--- config.mk ---
export PLATFORM = sky130hd
export DESIGN_NAME = spi_apb_regif
export DESIGN_NICKNAME = d
export VERILOG_FILES = /design/src/rtl/spi_apb_regif_pkg.sv /design/src/rtl/spi_apb_regif_bytereg.sv /design/src/rtl/spi_apb_regif.sv
export SDC_FILE = /design/constraint.sdc
export NUM_CORES = 1
export LEC_CHECK = 0
export CELL_PAD_IN_SITES_DETAIL_PLACEMENT = 1
export CELL_PAD_IN_SITES_GLOBAL_PLACEMENT = 2
export CORE_ASPECT_RATIO = 1.4
export CORE_MARGIN = 5
export CORE_UTILIZATION = 28
export DETAILED_ROUTE_END_ITERATION = 16
export PLACE_DENSITY_LB_ADDON = 0.1
export SETUP_SLACK_MARGIN = 0.2
export SYNTH_ARGS = -nofsm -noshare
export SYNTH_HDL_FRONTEND = slang
export SYNTH_SLANG_ARGS = --single-unit
--- constraint.sdc ---
create_clock -name pclk -period 4.32 [get_ports pclk]
set_input_delay 0.432 -clock pclk [delete_from_list [all_inputs] [get_ports pclk]]
set_output_delay 0.432 -clock pclk [all_outputs]
set_load 0.02 [all_outputs]
--- src/rtl/spi_apb_regif_pkg.sv ---
// Shared widths, register map, FSM state and request types for the SPI APB
// register front end.
package SPI_package;

  localparam int unsigned SPI_DEF_DATA_WIDTH  = 32;
  localparam int unsigned SPI_DEF_PADDR_WIDTH = 5;
  localparam int unsigned SPI_MAX_DATA_WIDTH  = 64;
  localparam int unsigned SPI_MAX_STRB_WIDTH  = SPI_MAX_DATA_WIDTH / 8;
  localparam int unsigned SPI_IDX_WIDTH       = 3;

  localparam logic [SPI_IDX_WIDTH-1:0] SPI_IDX_CR     = 3'd0;
  localparam logic [SPI_IDX_WIDTH-1:0] SPI_IDX_BR     = 3'd1;
  localparam logic [SPI_IDX_WIDTH-1:0] SPI_IDX_INTER  = 3'd2;
  localparam logic [SPI_IDX_WIDTH-1:0] SPI_IDX_SR     = 3'd3;
  localparam logic [SPI_IDX_WIDTH-1:0] SPI_IDX_RINTR  = 3'd4;
  localparam logic [SPI_IDX_WIDTH-1:0] SPI_IDX_INTR   = 3'd5;
  localparam logic [SPI_IDX_WIDTH-1:0] SPI_IDX_TXDATA = 3'd6;
  localparam logic [SPI_IDX_WIDTH-1:0] SPI_IDX_RXDATA = 3'd7;

  typedef enum logic [1:0] {
    SPI_ST_IDLE   = 2'd0,
    SPI_ST_ACCESS = 2'd1,
    SPI_ST_WAIT   = 2'd2,
    SPI_ST_RESP   = 2'd3
  } spi_apb_state_e;

  // Data/strobe fields are sized for the widest supported bus.
  typedef struct packed {
    logic                          write;
    logic [SPI_IDX_WIDTH-1:0]      idx;
    logic [SPI_MAX_DATA_WIDTH-1:0] data;
    logic [SPI_MAX_STRB_WIDTH-1:0] strb;
    logic                          err;
  } spi_apb_req_t;

endpackage

--- src/rtl/spi_apb_regif_bytereg.sv ---
// Single byte-strobed read/write register with a parameterised reset value.
module spi_apb_bytereg
  import SPI_package::*;
#(
  parameter int unsigned           WIDTH     = SPI_DEF_DATA_WIDTH,
  parameter logic [WIDTH-1:0]      RESET_VAL = '0
) (
  input  logic                 pclk,
  input  logic                 preset_n,
  input  logic                 we,
  input  logic [WIDTH/8-1:0]   be,
  input  logic [WIDTH-1:0]     d,
  output logic [WIDTH-1:0]     q
);

  always_ff @(posedge pclk) begin
    if (!preset_n) begin
      q <= RESET_VAL;
    end else if (we) begin
      for (int unsigned i = 0; i < WIDTH / 8; i++) begin
        if (be[i]) q[8*i +: 8] <= d[8*i +: 8];
      end
    end
  end

endmodule

--- src/rtl/spi_apb_regif.sv ---
// APB slave front end for the SPI core: RW control registers, RO status,
// TX push / RX pop with wait states. Optional feature macro: SPI_APB_WAIT_EN.
module spi_apb_regif
  import SPI_package::*;
#(
  parameter int unsigned SPI_DATA_WIDTH  = 32,
  parameter int unsigned SPI_PADDR_WIDTH = 5,
  parameter int unsigned STRB_WIDTH      = SPI_DATA_WIDTH / 8,
  parameter int unsigned WAIT_TIMEOUT    = 16,
  parameter logic [SPI_DATA_WIDTH-1:0] CR_RESET    = '0,
  parameter logic [SPI_DATA_WIDTH-1:0] BR_RESET    = '0,
  parameter logic [SPI_DATA_WIDTH-1:0] INTER_RESET = '0
) (
  input  logic                       pclk,
  input  logic                       preset_n,
  input  logic                       psel,
  input  logic                       penable,
  input  logic                       pwrite,
  input  logic [SPI_PADDR_WIDTH-1:0] paddr,
  input  logic [SPI_DATA_WIDTH-1:0]  pwdata,
  input  logic [STRB_WIDTH-1:0]      pstrb,
  output logic [SPI_DATA_WIDTH-1:0]  prdata,
  output logic                       pready,
  output logic                       pslverr,
  output logic [SPI_DATA_WIDTH-1:0]  cr_q,
  output logic [SPI_DATA_WIDTH-1:0]  br_q,
  output logic [SPI_DATA_WIDTH-1:0]  inter_q,
  input  logic [SPI_DATA_WIDTH-1:0]  sr_in,
  input  logic [SPI_DATA_WIDTH-1:0]  rintr_in,
  input  logic [SPI_DATA_WIDTH-1:0]  intr_in,
  output logic                       tfifo_wen,
  output logic [SPI_DATA_WIDTH-1:0]  tfifo_wdata,
  input  logic                       tfifo_full,
  output logic                       rfifo_ren,
  input  logic [SPI_DATA_WIDTH-1:0]  rfifo_rdata,
  input  logic                       rfifo_empty
);

  // Only paddr[4:2] may be set; alignment and high bits are errors.
  localparam logic [SPI_PADDR_WIDTH-1:0] ADDR_IDX_MASK = SPI_PADDR_WIDTH'(5'b11100);

  spi_apb_state_e            state, state_nxt;
  spi_apb_req_t              req;
  logic [SPI_IDX_WIDTH-1:0]  setup_idx;
  logic                      setup_err, fifo_block, resp_err, enter_resp, reg_we;
  logic [SPI_DATA_WIDTH-1:0] rd_mux;
  logic                      unused_req_bits;

  assign setup_idx       = paddr[4:2];
  assign unused_req_bits = ^{req.data, req.strb};

  always_comb begin
    setup_err = |(paddr & ~ADDR_IDX_MASK);
    if (pwrite) begin
      if (setup_idx inside {SPI_IDX_SR, SPI_IDX_RINTR, SPI_IDX_INTR, SPI_IDX_RXDATA}) setup_err = 1'b1;
      if (setup_idx == SPI_IDX_TXDATA && pstrb != '1) setup_err = 1'b1;
    end else if (setup_idx == SPI_IDX_TXDATA) begin
      setup_err = 1'b1;
    end
  end

  assign fifo_block = req.write ? (req.idx == SPI_IDX_TXDATA && tfifo_full)
                                : (req.idx == SPI_IDX_RXDATA && rfifo_empty);

`ifdef SPI_APB_WAIT_EN
  localparam int unsigned CNT_W = $clog2(WAIT_TIMEOUT + 1);
  logic [CNT_W-1:0] wait_cnt;
`else
  localparam int unsigned unused_wait_timeout = WAIT_TIMEOUT;
`endif

  always_comb begin
    state_nxt = state;
    resp_err  = req.err;
    case (state)
      SPI_ST_IDLE:   if (psel && !penable) state_nxt = SPI_ST_ACCESS;
      SPI_ST_ACCESS: begin
        state_nxt = SPI_ST_RESP;
        if (!req.err && fifo_block) begin
`ifdef SPI_APB_WAIT_EN
          state_nxt = SPI_ST_WAIT;
`else
          resp_err = 1'b1;
`endif
        end
      end
`ifdef SPI_APB_WAIT_EN
      // FIFO release wins over a timeout reached in the same cycle.
      SPI_ST_WAIT: begin
        if (!fifo_block) begin
          state_nxt = SPI_ST_RESP;
        end else if (wait_cnt == CNT_W'(WAIT_TIMEOUT)) begin
          state_nxt = SPI_ST_RESP;
          resp_err  = 1'b1;
        end
      end
`endif
      SPI_ST_RESP:   state_nxt = SPI_ST_IDLE;
      default:       state_nxt = SPI_ST_IDLE;
    endcase
  end

  assign enter_resp = (state != SPI_ST_RESP) && (state_nxt == SPI_ST_RESP);

  always_comb begin
    rd_mux = '0;
    case (req.idx)
      SPI_IDX_CR:     rd_mux = cr_q;
      SPI_IDX_BR:     rd_mux = br_q;
      SPI_IDX_INTER:  rd_mux = inter_q;
      SPI_IDX_SR:     rd_mux = sr_in;
      SPI_IDX_RINTR:  rd_mux = rintr_in;
      SPI_IDX_INTR:   rd_mux = intr_in;
      SPI_IDX_RXDATA: rd_mux = rfifo_rdata;
      default:        rd_mux = '0;
    endcase
  end

  always_ff @(posedge pclk) begin
    if (!preset_n) begin
      state     <= SPI_ST_IDLE;
      req       <= '0;
      prdata    <= '0;
      pready    <= 1'b0;
      pslverr   <= 1'b0;
      tfifo_wen <= 1'b0;
      rfifo_ren <= 1'b0;
    end else begin
      state     <= state_nxt;
      pready    <= enter_resp;
      pslverr   <= enter_resp && resp_err;
      tfifo_wen <= enter_resp && !resp_err && req.write && req.idx == SPI_IDX_TXDATA;
      rfifo_ren <= enter_resp && !resp_err && !req.write && req.idx == SPI_IDX_RXDATA;
      if (state == SPI_ST_IDLE && psel && !penable) begin
        req.write <= pwrite;
        req.idx   <= setup_idx;
        req.data  <= SPI_MAX_DATA_WIDTH'(pwdata);
        req.strb  <= SPI_MAX_STRB_WIDTH'(pstrb);
        req.err   <= setup_err;
      end
      if (enter_resp) prdata <= (resp_err || req.write) ? '0 : rd_mux;
    end
  end

`ifdef SPI_APB_WAIT_EN
  always_ff @(posedge pclk) begin
    if (!preset_n) begin
      wait_cnt <= '0;
    end else if (state == SPI_ST_ACCESS && state_nxt == SPI_ST_WAIT) begin
      wait_cnt <= CNT_W'(1);
    end else if (state == SPI_ST_WAIT && state_nxt == SPI_ST_WAIT) begin
      wait_cnt <= wait_cnt + 1'b1;
    end else begin
      wait_cnt <= '0;
    end
  end
`endif

  assign tfifo_wdata = req.data[SPI_DATA_WIDTH-1:0];
  assign reg_we      = (state == SPI_ST_RESP) && !pslverr && req.write;

  spi_apb_bytereg #(.WIDTH(SPI_DATA_WIDTH), .RESET_VAL(CR_RESET)) u_cr (
    .pclk(pclk), .preset_n(preset_n), .we(reg_we && req.idx == SPI_IDX_CR),
    .be(req.strb[STRB_WIDTH-1:0]), .d(req.data[SPI_DATA_WIDTH-1:0]), .q(cr_q)
  );

  spi_apb_bytereg #(.WIDTH(SPI_DATA_WIDTH), .RESET_VAL(BR_RESET)) u_br (
    .pclk(pclk), .preset_n(preset_n), .we(reg_we && req.idx == SPI_IDX_BR),
    .be(req.strb[STRB_WIDTH-1:0]), .d(req.data[SPI_DATA_WIDTH-1:0]), .q(br_q)
  );

  spi_apb_bytereg #(.WIDTH(SPI_DATA_WIDTH), .RESET_VAL(INTER_RESET)) u_inter (
    .pclk(pclk), .preset_n(preset_n), .we(reg_we && req.idx == SPI_IDX_INTER),
    .be(req.strb[STRB_WIDTH-1:0]), .d(req.data[SPI_DATA_WIDTH-1:0]), .q(inter_q)
  );

endmodule

==> summary.md, run 1 <==
| Metric | Value |
|---|---|
| Die Ht | 218 um |
| Unrepaired setup endpoints after global routing | false |
| CP Class | register to register |
| Fin util | 41.4% |
| Total global routing track utilization | 20.8% |
| Leakage | 4.91 nW |
| CP endpoint kind | register |
| Synth Flop Type | dfxtp_1 |
| Setup TNS | 0 ns |
| Final critical-path required period | 2.63 ns |
| Number of global-route vias before repair | 8186 |
| Peak VDD IR | 0.244 mV |
| Min-delay worst type | register to register |
| Via count | roughly 7.6k |
| Tcrit/Tclk final | between 60% and 70% |
| Die area | 34500 um2 |
| Placed Cells | between 1.5k and 2k |
| Crit-path slowest cell | dfxtp_4 |
| Cells after Synth | 862 |
| Core Region | 30600 um2 |
| Post-DP HPWL | 26.1 mm |
| Synthesized flop and latch total | 174 |
| Clk_skew | about 0.011 ns |
| Worst slew margin | 22.0% |
| Number of synthesized flops with an enable pin | 0 |
| Synth area leaders | dfxtp_1, mux2i_1, nor2b_1 |
| Post-synthesis compound-gate area fraction | 14.6% |
| Outcome | completed |
| Inserted Clock Buffers | 17 |
| Number of DRC markers in iteration 0 | 213 |
| NumNets Final | 1313 |
| Clock buffer depth | 2 |
| Postcts setup bufs | 0 |
| Mux share of post-synthesis cell area | 20.2% |
| Sequential area share after synthesis | 40.3% |
| Worst path top cell family by delay | flip-flops |
| Global-route wire length before repair | 53.2 mm |
| Area after DPL | ~12000 um2 |
| CTS sink cnt | 174 |
| Post-Layout Inst Area | 12700 um2 |
| Mean Syn Cell Area | about 10 um2 |
| Xor and xnor area share after synthesis | 0% |
| Non-Filler Instances | roughly 1.5k |
| Largest net degree at the start of global routing | 58 |
| GPL Wtd Cong | 0.752 |
| PwrDens | 297 nW/um2 |
| Max cap viols | 0 |
| Slew Limit Fails | 0 |
| Final number of setup-violating endpoints | 0 |
| Die X | 158 um |
| Most common cell in the netlist | dfxtp_1 |
| Data required, critical path | 4.67 ns |
| Fin. Hold Viols | 0 |
| Crit-path cells | nor2b_2 > a22oi_1 > o221a_2 > o21ai_0 |
| Largest family of logic cells by synthesized area | multiplexers |
| Max Fclk | 381 MHz |
| Total grt overflow | 0 |
| CP max stage delay | 0.98 ns |
| Root Buffer | clkbuf_16 |
| Area grow syn2layout | 46.8% |
| CTS resizes | 0 |
| Maximum fanout along the worst path | 57 |
| Asr flop ratio synth | 0% |
| Worst Max-Slew Pin Slew | 1.17 ns |
| WL per Instance | ~24 um |
| Htree depth | 4 |
| Crit path buf inv count | 0 |
| Post-route DRC | 0 |
| CTS tree | yes |
| Syn nets | just over 1k |
| Slack of the worst reg-to-reg path | 1.69 ns |
| Share of layout cells above drive strength 1 | between 10% and 20% |
| Final ANT Viol Nets | 0 |
| Syn. warnings | 0 |
| Clk slew on worst S/H paths | 0.07 ns |
| Initial core utilization | 28.2% |
| WP data arrival | 2.98 ns |
| Top cells by count, synth | dfxtp_1, nand2_1, mux2i_1 |
| Post-Synth Simple-Gate Area | 18.4% |
| Distinct cells, synth | 50 |
| Port bufs | between 300 and 400 |
| Area leader, netlist | dfxtp_1 |
| Initial antenna violation count | 5 |
| Hold_buf cts | 0 |
| Setup crit start kind | register |
| Detailed Route WL | about 37 mm |
| Worst skew pair latency | around 0.45 ns |
| Standard-cell rows | 76 |
| Io pins | 340 |
| Top cell type's share of synthesized area | 40.3% |
| Vias per cell | 4.93 |
| Cell Area, Synth | 8630 um2 |
| DR pass1 iterations | 4 |
| Post-Synth Adder-Cell Area | 0% |
## path summary, 6_finish.rpt
| path | from | to | depth (start not counted) |
|---|---|---|---|
| setup / recovery | req[75]$_SDFFE_PN0P_ | prdata[21]$_SDFFE_PN0P_ | 4 |
| hold / removal | prdata[26]$_SDFFE_PN0P_ | prdata[26]$_SDFFE_PN0P_ | 2 |
| setup reg to reg | req[75]$_SDFFE_PN0P_ | prdata[21]$_SDFFE_PN0P_ | 4 |
| hold reg to reg | prdata[26]$_SDFFE_PN0P_ | prdata[26]$_SDFFE_PN0P_ | 2 |
## stage by stage
step	hold slack [ns]	worst slack, ns	power (mW)
final	0.458	1.69	3.77
after floorplan	0.480	2.73	1.92
after global routing	0.478	1.53	3.92
after detailed placement	0.444	1.59	2.20
after global placement	0.435	1.62	2.19
after CTS	0.456	1.57	3.83
## area by class of cell
| type | instances | area, um2 |
|---|---|---|
| diodes | 5 | 12.5 |
| clock buffers | 17 | 425 |
| repair buffers | 349 | 3470 |
| flip-flops and latches | 174 | 3490 |
| inverters | 5 | 18.8 |
| well taps | 390 | 488 |
| fillers | 3411 | 17900 |
| multi-input cells | 590 | 4600 |
| clock inverters | 15 | 174 |
## registers in the layout (all words and copies together), names as in the netlist, 9 cells and up
name,count
u_inter.q,32
prdata,32
req,9
tfifo_wdata,32
u_cr.q,32
u_br.q,32
## power by group
| part | total, mW | switching (mW) | internal [mW] |
|---|---|---|---|
| Clock | 1.62 | 0.744 | 0.873 |
| Combinational | 0.462 | 0.205 | 0.258 |
| Sequential | 1.69 | 0.0601 | 1.63 |
## worst register-to-register path: cells and delay by family (launching register included)
family	cells	cell delay (ns)
and+or+nand+nor	1	0.92
AOI/OAI and AO/OA	3	0.65
DFF	1	0.98
## metal layers
| layer | wire length [um] | global-route usage [%] | part of all wire, % |
|---|---|---|---|
| met2 | 19000 | 37.2 | 52 |
| met4 | 427 | 5.80 | 1.2 |
| met5 | 0 | 0 | 0 |
| met3 | 2560 | 5.76 | 7.0 |
| met1 | 14800 | 24.2 | 40 |
## cell usage in the layout, fill, tap and decap left out, types with 7 or more instances in the layout
cell type	synthesis	layout
nor2b_1	100	100
a22oi_1	32	32
a22o_1	18	18
a21boi_0	34	34
clkbuf_16	0	17
clkdlybuf4s50_1	0	338
mux2_2	43	43
buf_4	39	11
mux2i_1	103	103
a221oi_1	15	15
nand2_1	108	108
dfxtp_1	174	171
inv_6	0	8
mux4_2	10	10
o221ai_1	15	15
o31ai_1	9	9
nor2_1	15	14
o21ai_0	13	13
a21boi_1	7	7
nand3_4	12	12
## kinds of logic (layout without fill, tap and decap cells)
logic type,Yosys count,count (layout)
AOI/OAI and AO/OA,163,163
other,0,5
DFF,174,174
and+or+nand+nor,271,271
buffers and inverters,98,386
muxes,156,156
Power figures use the tool's default switching activity.
==> run 2, diff against run 1 <==
- CORE_UTILIZATION: 28 -> 23
- clock period: 4.32 -> 2.12 ns (I/O delays scaled with it)
==> summary.md, run 2 (synthesized netlist as in run 1, its figures left out) <==
| Metric | Value |
|---|---|
| Outcome | completed |
| Area after DPL | 12500 um2 (+3.6%) |
| Unrepaired setup endpoints after global routing | true |
| CTS tree | yes |
| Htree depth | 4 (unchanged) |
| Commonest non-fill, non-tap cells in the layout | clkdlybuf4s50_1, dfxtp_1, nand2_1 |
| Root Buffer | clkbuf_16 |
| Min-delay worst type | input pin to register |
| WL per Instance | 23.8 um (about the same) |
| Worst skew pair latency | 0.44 ns (about the same) |
| Met1 Track Usage GR | 21.3% (-2.9 points) |
| Largest net degree at the start of global routing | 84 (+45%) |
| Clk_skew | 0.00809 ns (-0.00294 ns) |
| Share of layout cells above drive strength 1 | 13.1% (+2.5 points) |
| Setup TNS | 0 ns (unchanged) |
| Worst Max-Slew Pin Slew | 0.833 ns (-0.336 ns) |
| Via count | 7748 (+1.7%) |
| Met3 global-route usage | 4.70% (-1.1 points) |
| Setup crit start kind | register |
| Data required, critical path | 2.50 ns (-2.17 ns) |
| Port bufs | 339 (unchanged) |
| Non-Filler Instances | 1661 (+7.5%) |
| PwrDens | 586 nW/um2 (+97%) |
| Initial core utilization | 23.1% (-5.1 points) |
| Final hold slack | 0.126 ns (-0.332 ns) |
| Post-Layout Inst Area | 13200 um2 (+3.8%) |
| Initial antenna violation count | 1 (-4) |
| Number of global-route vias before repair | 8428 (+3.0%) |
| Io pins | 340 (unchanged) |
| Busiest grt layer | met2 |
| Die area | 41600 um2 (+20%) |
| Most common cell after layout, fill and taps aside | clkdlybuf4s50_1 |
| Tcrit/Tclk final | 85.9% (+25 points) |
| Met2 GRT Util | 34.2% (-3.0 points) |
| Leakage | 5.11 nW (+4.1%) |
| Placed Cells | 1620 (+7.4%) |
| Inserted Clock Buffers | 17 (unchanged) |
| Fin. Hold Viols | 0 (unchanged) |
| Post-route DRC | 0 (unchanged) |
| Pre-CTS WS | 0.184 ns (-1.40 ns) |
| Vias per cell | 4.66 (-5.4%) |
| Final ANT Viol Nets | 0 (unchanged) |
| Clock buffer depth | 2 (unchanged) |
| Final critical-path required period | 1.82 ns (-0.806 ns) |
| Maximum fanout along the worst path | 40 (-30%) |
| DR pass1 iterations | 4 (unchanged) |
| Clk slew on worst S/H paths | 0.07 ns (about the same) |
| Number of DRC markers in iteration 0 | 300 (+41%) |
| Max cap viols | 0 (unchanged) |
| Hold_buf cts | 0 (unchanged) |
| NumNets Final | 1350 (+2.8%) |
| Power Total | 7.71 mW (+100%) |
| Peak VDD IR | 0.454 mV (+86%) |
| Detailed Route WL | 39.5 mm (+7.5%) |
| Die X | 174 um (+9.7%) |
| Worst slew margin | 44.4% (+22 points) |
| Die Ht | 239 um (+9.9%) |
| GPL Wtd Cong | 0.745 (-0.85%) |
| Final number of setup-violating endpoints | 0 (unchanged) |
| Standard-cell rows | 84 (+11%) |
| Max Fclk | 549 MHz (+44%) |
| Area grow syn2layout | 52.4% |
| Core Region | 37300 um2 (+22%) |
| Final worst setup slack | 0.299 ns (-1.39 ns) |
| WP data arrival | 2.20 ns (-0.78 ns) |
| CTS sink cnt | 174 (unchanged) |
| Total grt overflow | 0 (unchanged) |
| Global-route wire length before repair | 57.1 mm (+7.5%) |
| Total global routing track utilization | 18.6% (-2.3 points) |
| Fin util | 35.3% (-6.1 points) |
| FILL cells | 4199 (+23%) |
| CP Class | register to register |
| Slew Limit Fails | 0 (unchanged) |
| Post-DP HPWL | 29.1 mm (+11%) |
| CP endpoint kind | register |
==> run 2: cell types whose count changed in the layout (fill, tap and decap cells not counted), moves of 2 or more <==
| cell | previous run | this run |
|---|---|---|
| clkinvlp_4 | 2 | 4 |
| inv_6 | 8 | 3 |
| diode_2 | 5 | 1 |
| buf_4 | 11 | 38 |
| clkbuf_1 | 0 | 3 |
| buf_12 | 0 | 9 |
==> run 2: path summary, 6_finish.rpt <==
kind,slack (ns),to,cells past startpoint,from
worst max-delay path,0.30,prdata[19]$_SDFFE_PN0P_,6,req[75]$_SDFFE_PN0P_
worst min-delay path,0.13,pslverr$_SDFF_PN0_,3,preset_n
worst max register to register,0.30,prdata[19]$_SDFFE_PN0P_,6,req[75]$_SDFFE_PN0P_
worst min register to register,0.46,prdata[24]$_SDFFE_PN0P_,2,prdata[24]$_SDFFE_PN0P_
==> run 2: cell type report <==
cell class	instances	area [um2]	area share, %
Sequential cell	174	3490	26.6
Tap cell	473	592	4.50
Timing Repair Buffer	386	3860	29.3
Clock inverter	11	131	0.998
Multi-Input combinational cell	590	4610	35.0
Inverter	5	18.8	0.143
Clock buffer	21	450	3.42
Antenna cell	1	2.50	0.0190
==> run 2: repair_timing <==
item	in CTS	in global routing
pin swaps	0	1
resized for setup	1	2
buffers inserted	0	8
endpoints found under the setup margin	1	40
hold endpoints to repair	0	0
==> run 2: critical path, stage by stage, from the launching register on <==
cell	delay (ns)
dfxtp_4	0.36
buf_12	0.19
and3b_1	0.24
nor3_1	0.29
and3_1	0.23
buf_6	0.25
a22o_1	0.17
==> run 2: where the power goes <==
group          switching [mW]  internal, mW
clock network            1.45          1.78
logic                   0.493         0.596
registers              0.0753          3.31
total                    2.02          5.69
==> run 2: metal layers <==
layer | vias to the layer above | wire, um
met4 | 0 | 685
met2 | 224 | 20600
met1 | 3796 | 16000
met3 | 31 | 2170
met5 | - | 0
li1 | 3697 | -
==> run 3, diff against run 2 <==
- SLEW_MARGIN: not set -> 20
==> results of run 3 <==
No change in the layout: final DEF, timing and power equal those of run 2.
